$ cat config.mk
export PLATFORM = sky130hd
export DESIGN_NAME = regfile_wb_arbiter
export DESIGN_NICKNAME = d
export VERILOG_FILES = /design/src/rtl/riscv_pkg.sv /design/src/rtl/wb_slot.sv /design/src/rtl/regfile_wb_arbiter.sv
export SDC_FILE = /design/constraint.sdc
export NUM_CORES = 1
export LEC_CHECK = 0
export ABC_AREA = 1
export BUFFER_PORTS_ARGS = -buffer_cell sky130_fd_sc_hd__buf_2
export CAP_MARGIN = 20
export CORE_MARGIN = 4
export CORE_UTILIZATION = 39
export DETAILED_ROUTE_END_ITERATION = 12
export PLACE_DENSITY = 0.7
export SLEW_MARGIN = 20
export SYNTH_ARGS = -nofsm -noshare
export SYNTH_HDL_FRONTEND = slang
export SYNTH_SLANG_ARGS = --single-unit
$ cat constraint.sdc
create_clock -name clk -period 3.51 [get_ports clk]
set_input_delay 0.351 -clock clk [delete_from_list [all_inputs] [get_ports clk]]
set_output_delay 0.351 -clock clk [all_outputs]
set_load 0.01 [all_outputs]
$ cat src/rtl/riscv_pkg.sv
// Shared write-back types: source identifiers and the buffered write-back entry layout.
package riscv_pkg;

  localparam int unsigned XLEN_DEF       = 32;
  localparam int unsigned ADDR_WIDTH_DEF = 5;
  localparam int unsigned STARVE_W       = 4;

  typedef enum logic [1:0] {
    SRC_NONE = 2'd0,
    SRC_ALU  = 2'd1,
    SRC_LSU  = 2'd2
  } wb_src_e;

  typedef struct packed {
    logic                      valid;
    logic [ADDR_WIDTH_DEF-1:0] rd;
    logic [XLEN_DEF-1:0]       data;
  } wb_entry_t;

endpackage

$ cat src/rtl/wb_slot.sv
// Single-entry write-back buffer for one source; refills in the same cycle it drains.
module wb_slot
  import riscv_pkg::*;
#(
  parameter type entry_t = wb_entry_t
) (
  input  logic   clk,
  input  logic   rst,
  input  entry_t req,
  input  logic   grant,
  output logic   ready_c,
  output entry_t entry
);

  assign ready_c = !entry.valid || grant;

  // Accept takes precedence over drain so a granted slot can be refilled without a bubble.
  always_ff @(posedge clk) begin
    if (rst) begin
      entry.valid <= 1'b0;
    end else if (req.valid && ready_c) begin
      entry <= req;
    end else if (grant) begin
      entry.valid <= 1'b0;
    end
  end

endmodule

$ cat src/rtl/regfile_wb_arbiter.sv
// Arbitrates ALU and LSU write-back buffers onto the single register-file write port,
// LSU-first with a starvation guard for the ALU, and answers decode hazard queries.
module regfile_wb_arbiter
  import riscv_pkg::*;
#(
  parameter int unsigned XLEN         = XLEN_DEF,
  parameter int unsigned ADDR_WIDTH   = ADDR_WIDTH_DEF,
  parameter int unsigned STARVE_LIMIT = 4
) (
  input  logic                  clk,
  input  logic                  rst,
  input  logic                  alu_valid,
  output logic                  alu_ready,
  input  logic [ADDR_WIDTH-1:0] alu_rd,
  input  logic [XLEN-1:0]       alu_data,
  input  logic                  lsu_valid,
  output logic                  lsu_ready,
  input  logic [ADDR_WIDTH-1:0] lsu_rd,
  input  logic [XLEN-1:0]       lsu_data,
  output logic                  rf_we,
  output logic [ADDR_WIDTH-1:0] rf_waddr,
  output logic [XLEN-1:0]       rf_wdata,
  input  logic [ADDR_WIDTH-1:0] q_addr1,
  input  logic [ADDR_WIDTH-1:0] q_addr2,
  output logic                  q_pend1,
  output logic                  q_pend2
);

  // Same layout as riscv_pkg::wb_entry_t, sized by this instance's parameters.
  typedef struct packed {
    logic                  valid;
    logic [ADDR_WIDTH-1:0] rd;
    logic [XLEN-1:0]       data;
  } slot_entry_t;

  localparam logic [STARVE_W-1:0] STARVE_MAX = STARVE_W'(STARVE_LIMIT);

  slot_entry_t         alu_req, lsu_req;
  slot_entry_t         alu_e, lsu_e;
  wb_src_e             grant_c;
  logic                alu_grant, lsu_grant;
  logic [STARVE_W-1:0] starve_q, starve_d;

  assign alu_req = '{valid: alu_valid, rd: alu_rd, data: alu_data};
  assign lsu_req = '{valid: lsu_valid, rd: lsu_rd, data: lsu_data};

  wb_slot #(.entry_t(slot_entry_t)) u_alu_slot (
    .clk     (clk),
    .rst     (rst),
    .req     (alu_req),
    .grant   (alu_grant),
    .ready_c (alu_ready),
    .entry   (alu_e)
  );

  wb_slot #(.entry_t(slot_entry_t)) u_lsu_slot (
    .clk     (clk),
    .rst     (rst),
    .req     (lsu_req),
    .grant   (lsu_grant),
    .ready_c (lsu_ready),
    .entry   (lsu_e)
  );

  // LSU wins unless the ALU has already waited STARVE_LIMIT consecutive cycles.
  always_comb begin
    grant_c = SRC_NONE;
    if (lsu_e.valid && !(alu_e.valid && (starve_q == STARVE_MAX))) begin
      grant_c = SRC_LSU;
    end else if (alu_e.valid) begin
      grant_c = SRC_ALU;
    end
  end

  assign alu_grant = (grant_c == SRC_ALU);
  assign lsu_grant = (grant_c == SRC_LSU);

  always_comb begin
    starve_d = starve_q;
    if (!alu_e.valid || alu_grant) begin
      starve_d = '0;
    end else if (starve_q < STARVE_MAX) begin
      starve_d = starve_q + STARVE_W'(1);
    end
  end

  always_ff @(posedge clk) begin
    if (rst) begin
      starve_q <= '0;
    end else begin
      starve_q <= starve_d;
    end
  end

  // Register-file drive; rd 0 entries drain without a write.
  always_comb begin
    rf_we    = 1'b0;
    rf_waddr = '0;
    rf_wdata = '0;
    unique case (grant_c)
      SRC_ALU: begin
        rf_waddr = alu_e.rd;
        rf_wdata = alu_e.data;
      end
      SRC_LSU: begin
        rf_waddr = lsu_e.rd;
        rf_wdata = lsu_e.data;
      end
      default: ;
    endcase
    rf_we = (grant_c != SRC_NONE) && (rf_waddr != '0);
  end

  function automatic logic pend_hit(input slot_entry_t a, input slot_entry_t l,
                                    input logic [ADDR_WIDTH-1:0] addr);
    pend_hit = (addr != '0) &&
               ((a.valid && (a.rd == addr)) || (l.valid && (l.rd == addr)));
  endfunction

  assign q_pend1 = pend_hit(alu_e, lsu_e, q_addr1);
  assign q_pend2 = pend_hit(alu_e, lsu_e, q_addr2);

endmodule

======== After elaboration in Yosys (flattened, before gate mapping) ========
Cells that the tools add are included.
storage, ports and cells
  flip-flop bits (word level) ............. 80
  output and inout port bits .............. 42
  word-level logic and storage cells ...... 52
operators by class
  add/sub/neg operators ................... 1
  $lt $le $gt $ge ......................... 1
  equal/unequal tests ..................... 7
  mux-type cells .......................... 8
  bitwise gates (word level) .............. 1
  reduce and logical (&&, ||, !) cells .... 27
operators with widths
  operator             count
  $pmux 32 s2          1
  $eq 5x5->1           4
  $reduce_bool 5->1    3
  $logic_and 1x1->1    11
  $pmux 5 s2           1
  $reduce_bool 2->1    3
  $mux 1               5
  $add 4x1->4 const B  1
  $eq 4x3->1 const B   1
  $logic_or 1x1->1     4
  $lt 4x3->1 const B   1
  $reduce_and 2->1     2
  $logic_not 1->1      3
  $eq 2x1->1 const B   1
  $eq 2x2->1 const B   1
  $mux 2               1
  $reduce_or 2->1      1
  $not 1->1            1

======== Logic depth before layout (Yosys ltp) ========
  depth after elaboration ................. 9
  depth in mapped cells ................... 11
  gate-level depth less buffers ........... 11

======== Modules after synthesis ========
Synthesis repeated with hierarchy kept, for this count alone.
unflattened totals
  cell total of the unflattened synthesis .. 246
  area total of the unflattened synthesis .. 3369.5 um2
by module, submodules not included
  module              times used  cells an instance  area an instance (um2)  seq. area each (um2)
  wb_slot             2           46                 1167.4                  1131.1
  regfile_wb_arbiter  1           154                1034.7                  80.1

======== Least setup slack after synthesis ========
No wires, ideal clock.
  path type ............................... register -> register
  start point ............................. register starve_q[0]
  end point ............................... register u_lsu_slot.entry[0] in the netlist's numbering, enable pin
  library setup time ...................... 0.392 ns
  data arrival time ....................... 1.879 ns
  required time ........................... 3.118 ns
  path slack .............................. 1.239 ns
  stages on the path, launching flop included .. 11
  buffers on the path ..................... 1
  clock period less this slack ............ 2.271 ns
  path through ............................ dfxtp_1 -> inv_1 -> ha_1 -> nand2_1 -> inv_1 -> nand2_1 -> nand2_2 -> buf_6 -> nand2_1 -> nand3_1 -> inv_1
between the ends
  longest elaborated chain between the ends .. 9
ends and longest elaborated chain
  item                        RTL line                  text
  from (decl)                 regfile_wb_arbiter.sv:42  logic [STARVE_W-1:0] starve_q, starve_d;
  from (signal assigned)      regfile_wb_arbiter.sv:91  starve_q <= starve_d;
  $eq 4x3->1                  regfile_wb_arbiter.sv:68  if (lsu_e.valid && !(alu_e.valid && (starve_q == STARVE_MAX))) begin
  $logic_and 1x1->1           regfile_wb_arbiter.sv:68
  $logic_not 1->1             regfile_wb_arbiter.sv:68
  $logic_and 1x1->1           regfile_wb_arbiter.sv:68
  $mux 2                      regfile_wb_arbiter.sv:68
  $eq 2x2->1                  regfile_wb_arbiter.sv:76  assign lsu_grant = (grant_c == SRC_LSU);
  $logic_or 1x1->1            wb_slot.sv:15             assign ready_c = !entry.valid || grant;
  named net lsu_ready         regfile_wb_arbiter.sv:17  output logic lsu_ready,
  $logic_and 1x1->1           wb_slot.sv:21             end else if (req.valid && ready_c) begin
  $reduce_and 2->1 (no line)  -
  to (signal assigned)        wb_slot.sv:22             entry <= req;
  to (decl)                   wb_slot.sv:12             output entry_t entry
The timed path passes the listed nets, and every way through them passes these cells.
A chain may end at the register's enable or synchronous reset.

======== Worst setup path in the final report ========
  start point ............................. register starve_q[0]
  end point ............................... output rf_we
between the ends
  longest elaborated chain between the ends .. 9
  elaborated cells between the ends (all ways) .. 11
  classes of those cells .................. eq/ne (3); mux (2); reduce/logical (6)
ends and longest elaborated chain
  item                                      RTL line                   text
  $eq 4x3->1 *                              regfile_wb_arbiter.sv:68
  $logic_and 1x1->1 *                       regfile_wb_arbiter.sv:68
  $logic_not 1->1 *                         regfile_wb_arbiter.sv:68
  $logic_and 1x1->1 *                       regfile_wb_arbiter.sv:68
  $mux 2 *                                  regfile_wb_arbiter.sv:68
  $eq 2x2->1 or $eq 2x1->1 (tied branches)  regfile_wb_arbiter.sv:100  unique case (grant_c)
  $pmux 5 s2                                regfile_wb_arbiter.sv:100
  $reduce_bool 5->1                         regfile_wb_arbiter.sv:111  rf_we = (grant_c != SRC_NONE) && (rf_waddr != '0);
  $logic_and 1x1->1 *                       regfile_wb_arbiter.sv:111
  to (decl)                                 regfile_wb_arbiter.sv:20   output logic rf_we,
Mark *: on every way between the ends. The rest lies on a longest branch, timed or not.

==> results by group <==
Outcome
  – Outcome: finished clean

Synth
  – Synth Flop Type: edfxtp_1
  – Synth warn: 0
  – Mapped Cells: around 300
  – Syn Area/Cell: between 10 and 15 um2
  – Mux cell area share after synthesis: 0%
  – Simple logic cell fraction of the synthesized area: between 20% and 30%
  – Register area share after synthesis: 69.9%
  – Netlist cell types: 21
  – Main combinational cell family by area after synthesis: simple AND/OR/NAND/NOR gates
  – Number of enable flip-flop cells after synthesis: between 70 and 80
  – Synth Area in Compound Gates: 3.10%
  – Synthesized-area fraction occupied by adder cells: less than 1%
  – Syn nets: around 400
  – Seq cells post-synth: 80
  – Cell Area, Synth: ~0.0033 mm2
  – Post-Synth XOR/XNOR Area: between 1.5 and 2%
  – Async set-reset flop share out of synthesis: 0%

Clocking
  – CTS H-tree depth: 3
  – Worst-Skew Late Latency: around 0.33 ns
  – CTS tree: done
  – Longest Clk Path Bufs: 2
  – # Post-CTS Setup Buffers: 0
  – Clock slew at reported path FFs: 0.08 ns
  – Resized cells post-CTS: 0
  – CTS root buf: clkbuf_8
  – TritonCTS Buffers: 9
  – CTS Hold Bufs: 0
  – CTS Sinks: 80

Critical path
  – Worst flop-to-flop path endpoint: u_lsu_slot.entry[22]
  – Worst Setup End Kind: output pin
  – Startpoint Class: flip-flop
  – RR Startpoint: starve_q[0]
  – WP data arrival: about 2.3 ns
  – Worst Path Required: between 3 and 4 ns
  – Register-to-Register Path Depth: 10
  – R2R setup slack: 1.12 ns
  – CP max FO: 36
  – CP Class: reg -> out
  – Setup crit start: starve_q[0]

Die
  – I/O Pins: 130
  – Die height: 101 um
  – Die Area: ~0.010 mm2
  – Initial Util: just over 40%
  – Site Rows: 33
  – Core Box Area: approximately 0.0083 mm2
  – Die Span X: just over 100 um

Cells and area
  – Diodes inserted: 0
  – Register Area: about 0.0023 mm2
  – Layout fillers: around 700
  – Commonest non-fill, non-tap cells in the layout: buf_2 (129), nand2_1 (93), edfxtp_1 (74)
  – Final #Nets: between 500 and 600
  – Cell Count, Final, Fillers Out: around 550
  – Multi-input combinational cell area: between 800 and 900 um2
  – Final instance area: about 0.0043 mm2
  – Area growth, synth to finish: 29.0%
  – Util after Layout: between 50 and 60%
  – Commonest non-fill, non-tap cell in the layout: buf_2
  – Layout cells sized above 1: between 30 and 40%

Hold path
  – Hold path cells: 1
  – Hold Path End: u_lsu_slot.entry[23]
  – Class of the most critical hold timing path: in -> reg
  – Hold Startpoint: lsu_data[23]

Global route
  – Initial antenna violation count: 1
  – Largest net degree at the start of global routing: 43
  – Vias in the first global route: ~2700
  – First-pass GRT wire length: between 10 and 15 mm
  – Gr usage total: between 10% and 20%
  – GRT Residual Overflow: 0

STA
  – Clock skew: around 0.0085 ns
  – Worst setup margin: 0.861 ns
  – Final-report hold violation count: 0
  – Slew @ Worst Pin: 0.769 ns
  – Final setup violation count: 0
  – Slew Viols, Final: 0
  – Hold slack final: 0.185 ns
  – Final worst path period share: between 70% and 80%
  – Slew HR: about 49%
  – Fmax: approximately 380 MHz
  – RSZ-0062 raised after global routing: no
  – Min Tclk post-route: between 2 and 3 ns
  – Setup TNS: 0 ns

Place
  – Dpl ws: between 1 and 1.5 ns
  – DP HPWL: slightly below 6 mm
  – Cell Area, Placed: ~0.004 mm2
  – Post-Place Cells: between 500 and 600
  – RD Place Congestion: 0.830
  – Port bufs: between 100 and 150

Routing
  – WL final: between 8 and 9 mm
  – Via count: between 2000 and 3000
  – Via density: around 4.8
  – Wire per inst: about 15 um
  – DRC Markers: 0
  – DRT Pass-1 Iters: 4
  – DR iter-0 viols: approximately 120
  – Antenna viol nets, final: 0

Power and ir drop
  – VDD IR max: 0.351 mV
  – Leak: between 1.5 and 2 nW
  – Pwr dens: ~470 mW/mm2
  – Total power: 2.02 mW

Run
  – Max-cap violation count: 0
==> synthesized netlist by cell type (all sizes together), types with 3 or more instances <==
master | count | area share (%)
a21oi | 8 | 1.2
o21ai | 9 | 1.3
xor2 | 6 | 1.6
nand3 | 47 | 7.0
nor2 | 17 | 1.9
nand2 | 94 | 11
buf | 9 | 1.8
edfxtp | 74 | 66
inv | 22 | 2.5
o22ai | 3 | 0.56
dfxtp | 6 | 3.6
==> where the power goes <==
| part | total (mW) | internal, mW | switching [mW] |
|---|---|---|---|
| Clock | 0.659 | 0.331 | 0.328 |
| Combinational | 0.259 | 0.102 | 0.156 |
| Sequential | 1.11 | 1.09 | 0.0170 |
==> routing by layer <==
layer	global-route usage (%)	vias to the layer above	wire length [um]	part of all wire, %
met5	0	-	7	0.086
met3	4.57	14	698	8.6
met1	20.4	1186	3410	42
li1	-	1305	-	-
met2	26.8	107	3920	48
met4	6.84	2	135	1.7
==> cells by family after synthesis <==
family	after synthesis
compound gates	20
xor+xnor	6
fa+ha+maj	2
buf+inv	33
flops	80
simple gates	162
==> registers in the layout (all words and copies together), names as in the netlist <==
register / cells
starve_q: 4
u_lsu_slot.entry: 38
u_alu_slot.entry: 38
==> critical path: stages, from the launching register on <==
cell     delay [ns]
dfxtp_1        0.34
inv_1          0.07
ha_1           0.19
nand2_1        0.06
inv_1          0.03
nand2_1        0.09
nand2_2        0.23
inv_2          0.12
buf_4          0.37
nand2_1        0.09
nand2_1        0.10
nor2_1         0.05
nand3_1        0.07
buf_2          0.13
==> how the worst max path moves through the flow <==
stage                                 endpoint  slack (ns)  cells after the start
after detailed placement  u_lsu_slot.entry[10]        1.10                     10
after global routing                     rf_we        0.66                     13
after global placement    u_lsu_slot.entry[31]        1.17                     10
final                                    rf_we        0.86                     13
after floorplan            u_lsu_slot.entry[0]        1.24                     10
after CTS                                rf_we        0.87                     13
==> cell type report <==
| cell class | instances | area share, % |
|---|---|---|
| tap | 105 | 3.04 |
| multi-input combinational | 190 | 19.9 |
| clock inverter | 6 | 1.59 |
| sequential | 80 | 54.2 |
| inverter | 22 | 1.91 |
| timing repair buffer | 134 | 16.4 |
| clock buffer | 10 | 2.95 |
(Power assumes the default switching activity.)
